**config.mk**
```make
export PLATFORM = sky130hd
export DESIGN_NAME = pixel_streamer
export DESIGN_NICKNAME = d
export VERILOG_FILES = /design/src/rtl/img_pkg.sv /design/src/rtl/frame_ram.sv /design/src/rtl/pixel_streamer.sv
export SDC_FILE = /design/constraint.sdc
export NUM_CORES = 1
export LEC_CHECK = 0
export CAP_MARGIN = 20
export CELL_PAD_IN_SITES_DETAIL_PLACEMENT = 0
export CELL_PAD_IN_SITES_GLOBAL_PLACEMENT = 1
export CORE_ASPECT_RATIO = 0.8
export CORE_UTILIZATION = 46
export CTS_CLUSTER_DIAMETER = 40
export DETAILED_ROUTE_END_ITERATION = 12
export GPL_TIMING_DRIVEN = 0
export PLACE_DENSITY_LB_ADDON = 0.1
export SYNTH_ARGS = -nofsm -noshare
export SYNTH_HDL_FRONTEND = slang
export SYNTH_SLANG_ARGS = --single-unit
```
**constraint.sdc**
```tcl
create_clock -name clk -period 1.98 [get_ports clk]
set_input_delay 0.297 -clock clk [delete_from_list [all_inputs] [get_ports clk]]
set_output_delay 0.297 -clock clk [all_outputs]
set_load 0.01 [all_outputs]
```
**src/rtl/img_pkg.sv**
```systemverilog
// img_pkg: shared image defaults (pixel width, frame size) and the stream FSM state type
package img_pkg;
  localparam int DEF_PIX_W = 8;
  localparam int DEF_WIDTH = 4;
  localparam int DEF_HEIGHT = 5;
  typedef enum logic [1:0] {IDLE, LEAD, STREAM, DONE} stream_state_t;
endpackage

```
**src/rtl/frame_ram.sv**
```systemverilog
// frame_ram: DEPTH x DW frame store; ports clk, we/wr_addr/wr_data write port, rd_addr -> rd_data registered read, no reset
module frame_ram #(
  parameter int DEPTH = 20,
  parameter int AW = 5,
  parameter int DW = 8
) (
  input  logic          clk,
  input  logic          we,
  input  logic [AW-1:0] wr_addr,
  input  logic [DW-1:0] wr_data,
  input  logic [AW-1:0] rd_addr,
  output logic [DW-1:0] rd_data
);
  logic [DW-1:0] mem [DEPTH];
  always_ff @(posedge clk) begin
    if (we) mem[wr_addr] <= wr_data;
    rd_data <= mem[rd_addr];
  end
endmodule

```
**src/rtl/pixel_streamer.sv**
```systemverilog
// pixel_streamer: replays a buffered frame as lead cycle, raster pixel stream, done pulse; ports clk, rst, wr_en/wr_addr/wr_data, start, hold -> enable, pixel_out, last, busy, done
module pixel_streamer import img_pkg::*; #(
  parameter int WIDTH = DEF_WIDTH,
  parameter int HEIGHT = DEF_HEIGHT,
  parameter int PIX_W = DEF_PIX_W,
  localparam int ADDR_W = $clog2(WIDTH * HEIGHT)
) (
  input  logic              clk,
  input  logic              rst,
  input  logic              wr_en,
  input  logic [ADDR_W-1:0] wr_addr,
  input  logic [PIX_W-1:0]  wr_data,
  input  logic              start,
  input  logic              hold,
  output logic              enable,
  output logic [PIX_W-1:0]  pixel_out,
  output logic              last,
  output logic              busy,
  output logic              done
);
  localparam int N = WIDTH * HEIGHT;
  localparam logic [ADDR_W-1:0] LAST = ADDR_W'(N - 1);
  stream_state_t state, state_n;
  logic [ADDR_W-1:0] cur, cur_n, rd_addr;
  logic stall, stall_n;
  logic [PIX_W-1:0] rd_data, pix_q;
  assign busy = state == LEAD || state == STREAM;
  assign done = state == DONE;
  assign enable = busy && !stall;
  assign last = state == STREAM && cur == LAST;
  assign pixel_out = state != STREAM ? '0 : stall ? pix_q : rd_data;
  // cur is the last pixel shown; always prefetch the one after it so a resume needs no extra cycle
  assign rd_addr = (state == STREAM && cur != LAST) ? cur + ADDR_W'(1) : '0;
  frame_ram #(.DEPTH(N), .AW(ADDR_W), .DW(PIX_W)) u_ram (
    .clk(clk),
    .we(wr_en && !busy && wr_addr <= LAST),
    .wr_addr(wr_addr),
    .wr_data(wr_data),
    .rd_addr(rd_addr),
    .rd_data(rd_data)
  );
  always_comb begin
    state_n = state == IDLE ? (start ? LEAD : IDLE) :
              state == DONE ? IDLE :
              hold ? state :
              state == LEAD ? STREAM :
              last ? DONE : STREAM;
    stall_n = busy && hold;
    cur_n = (!busy || hold) ? cur : state == LEAD ? '0 : cur + ADDR_W'(1);
  end
  always_ff @(posedge clk) begin
    if (rst) begin
      state <= IDLE;
      cur <= '0;
      stall <= 1'b0;
      pix_q <= '0;
    end else begin
      state <= state_n;
      cur <= cur_n;
      stall <= stall_n;
      pix_q <= pixel_out;
    end
  end
endmodule

```
==> results.md <==
- Crit Path Max Fanout: 6
- Drt total wl: 19.18 mm
- Sink Count: 184
- Worst path required time: 2.25 ns
- Most frequent cells in the layout: edfxtp_1 (160), nand2_1 (50), buf_4 (38), mux2i_1 (31)
- Gr ovfl total: 0
- Fillers: 1158
- Synth Net Count: 543
- Leak Pwr: 0.003296 uW
- Max_cap viols: 0
- Element type at the critical path end: flip-flop
- Main synth FF type: edfxtp_1
- Clock tree root driver cell: clkbuf_16
- Mux cell area share after synthesis: 7.531%
- RSZ-0062 raised after global routing: true
- Initial antenna violation count: 0
- Vias post-DR: 4862
- Pin count of the biggest net entering global routing: 21
- Synth Area in Adders: 0.8368%
- Vias in the first global route: 4604
- DR pass1 iterations: 6
- Initial Util: 47.16%
- Cell Pwr Density: 975.8 nW/um^2
- Largest family of logic cells by synthesized area: simple AND/OR/NAND/NOR gates
- Post-synth EDFFs: 160
- Relative slew slack: 32.72%
- Outcome: complete, but fails checks
- Post-Syn Instances: 520
- Commonest non-fill, non-tap cell in the layout: edfxtp_1
- Final hold vios: 0
- Synth Area in XOR/XNOR: 0.1172%
- GRT Overall Usage: 24.41%
- Die width: 144.5 microns
- Post-Syn Area: 7476 sq um
- Kind of start point of the critical path: flip-flop
- Ratio of final minimum period to clock period: 105.8%
- Die ar.: 16770 sq um
- DP Cell Count: 762
- Arr. time, crit path: 2.37 ns
- Max-slew violations: 0
- FF+latch area: 5300 sq um
- Skew-Pair Late Insertion Delay: 0.43 ns
- Footprint of the multi-input gates: 2658 sq um
- H-tree levels: 4
- Share of layout cells above drive strength 1: 35.42%
- DR WL/cell: 22.86 microns
- Placer congestion estimate: 0.8187
- Rows: 41
- Register area share after synthesis: 70.69%
- First-pass GRT wire length: 28.00 mm
- Setup ws final: -0.1143 ns
- Synth warn: 0
- Post-DRT Antenna Nets: 0
- Post-DP HPWL: 12.26 mm
- Clock buffer count from CTS: 17
- Fmax: 477.5 MHz
- Hold Path Class: primary input to flip-flop
- Fin nets: 634
- Post-synthesis simple-gate area fraction: 10.14%
- CP Class: flip-flop to flip-flop
- Core box area: 15850 sq um
- Initial DRC Count: 422
- #FFs+latches synth: 184
- Area growth from synthesis to final layout: 32.82%
- Clock Skew: 0.01103 ns
- Worst-margin pin slew: 1.006 ns
- Worst VDD drop: 0.0006250 V
- Setup Viol. Count Final: 9
- Total power draw: 9690 uW
- Detailed-route vias per instance: 5.795
- Diodes inserted: 0
- Post-synthesis compound-gate area fraction: 8.402%
- Clk slew on worst S/H paths: 0.07 ns
- DRC: 0
- Hold_buf cts: 0
- Syn Area/Cell: 14.38 sq um
- Distinct cells, synth: 50
- Clock Path Buffers: 2
- Ports: 30
- Post-synthesis async set-or-reset flop share: 0%
- Non-filler instance count after layout: 839
- Fin crit period: 2.094 ns
- Port bufs: 27
- Die Span Y: 116.0 microns
- CTS tree: built
- Failing checks: negative setup slack
## cell families (layout without fill, tap and decap cells)
| kind of cell | after synthesis | in the layout |
|---|---|---|
| flip-flops | 184 | 184 |
| XOR/XNOR | 1 | 1 |
| adder cells (fa/ha/maj) | 5 | 5 |
| multiplexers | 48 | 48 |
| buffers and inverters | 36 | 140 |
| AO/OA/AOI/OAI | 91 | 91 |
| AND/OR/NAND/NOR | 155 | 155 |
## metal layers
layer	routed length, microns	part of all wire (%)	global-route usage (%)
met5	0	0	0
met4	504	2.6	9.965
met3	1640	8.6	5.826
met2	8471	44	34.68
met1	8563	45	35.98
## timing repair
item | CTS | global route
resized for setup | 177 | 80
cloned | 2 | 0
buffers inserted | 31 | 17
endpoints found under the setup margin | 186 | 163
pin swaps | 35 | 21
## registers in the layout, indices dropped and copies added, names as in the netlist
register / cells
u_ram.mem: 160
pix_q: 8
u_ram.rd_data: 8
cur: 5
state: 2
stall: 1
## report_power, final
part / internal (uW) / switching, uW
Sequential: 4320 / 55.8
Combinational: 799 / 1050
Clock: 1910 / 1550
## final timing paths
path	endpoint	start	slack, ns	cells past startpoint
setup / recovery	u_ram.rd_data[2]	cur[0]	-0.11	9
hold reg to reg	state[1]	state[1]	0.53	2
hold / removal	state[0]	rst	0.26	2
setup reg to reg	u_ram.rd_data[2]	cur[0]	-0.11	9
## stage by stage
stage	TNS (ns)	hold slack (ns)	utilization, %	cell area [sq um]	worst slack [ns]
after detailed placement	-93.50	0.5232	50.77	8048	-1.071
final	-0.3092	0.2608	62.64	9930	-0.1143
after floorplan	-1.254	0.3959	-	7508	-0.02235
after global placement	-84.27	0.5032	50.77	8048	-1.036
after global routing	-1.509	0.3081	62.64	9930	-0.1696
after CTS	-11.83	0.2667	60.18	9539	-0.2267
## area by class of cell
type,count,share of cell area [%]
Buffer,28,3.024
Clock buffer,17,4.284
Clock inverter,15,1.852
Inverter,5,0.3024
Multi-Input combinational cell,300,26.76
Sequential cell,184,53.38
Tap cell,215,2.709
Timing Repair Buffer,75,7.686
## cells in the mapped netlist (2+ instances only)
cell type	number	share of area, %
dfxtp_1	24	6.4
nor2_1	39	2.0
ha_1	5	0.84
mux2_2	2	0.30
mux4_2	6	1.8
nand4_1	6	0.50
mux2i_1	36	4.8
nand3_1	14	0.94
buf_6	2	0.30
mux2_1	4	0.60
or3_1	2	0.17
buf_4	3	0.30
nor2b_1	2	0.17
o21ai_0	6	0.40
o2111ai_1	6	0.70
nand3b_1	3	0.30
a211o_1	4	0.47
edfxtp_1	160	64
a21oi_1	22	1.5
clkbuf_1	19	0.95
nor3b_1	2	0.20
nand4b_1	2	0.23
a221o_1	6	0.80
o22ai_1	8	0.67
o21ai_1	7	0.47
nand2b_1	4	0.33
and3_1	5	0.42
nor3_1	14	0.94
nand2_1	51	2.6
inv_1	5	0.25
nor3_2	2	0.27
a22o_1	6	0.70
a32oi_1	12	1.4
o211ai_1	2	0.20
a31oi_1	8	0.67
buf_2	7	0.47
## critical path: stages, from the launching register on
cell and delay [ns]:
dfxtp_4 0.36, ha_4 0.16, buf_6 0.13, nand2b_4 0.14, o21ai_4 0.07, and2_4 0.24, buf_12 0.14, mux2_4 0.32
o2111ai_4 0.20, nand4_1 0.18
Note: power is estimated with default switching activity, not from simulation.
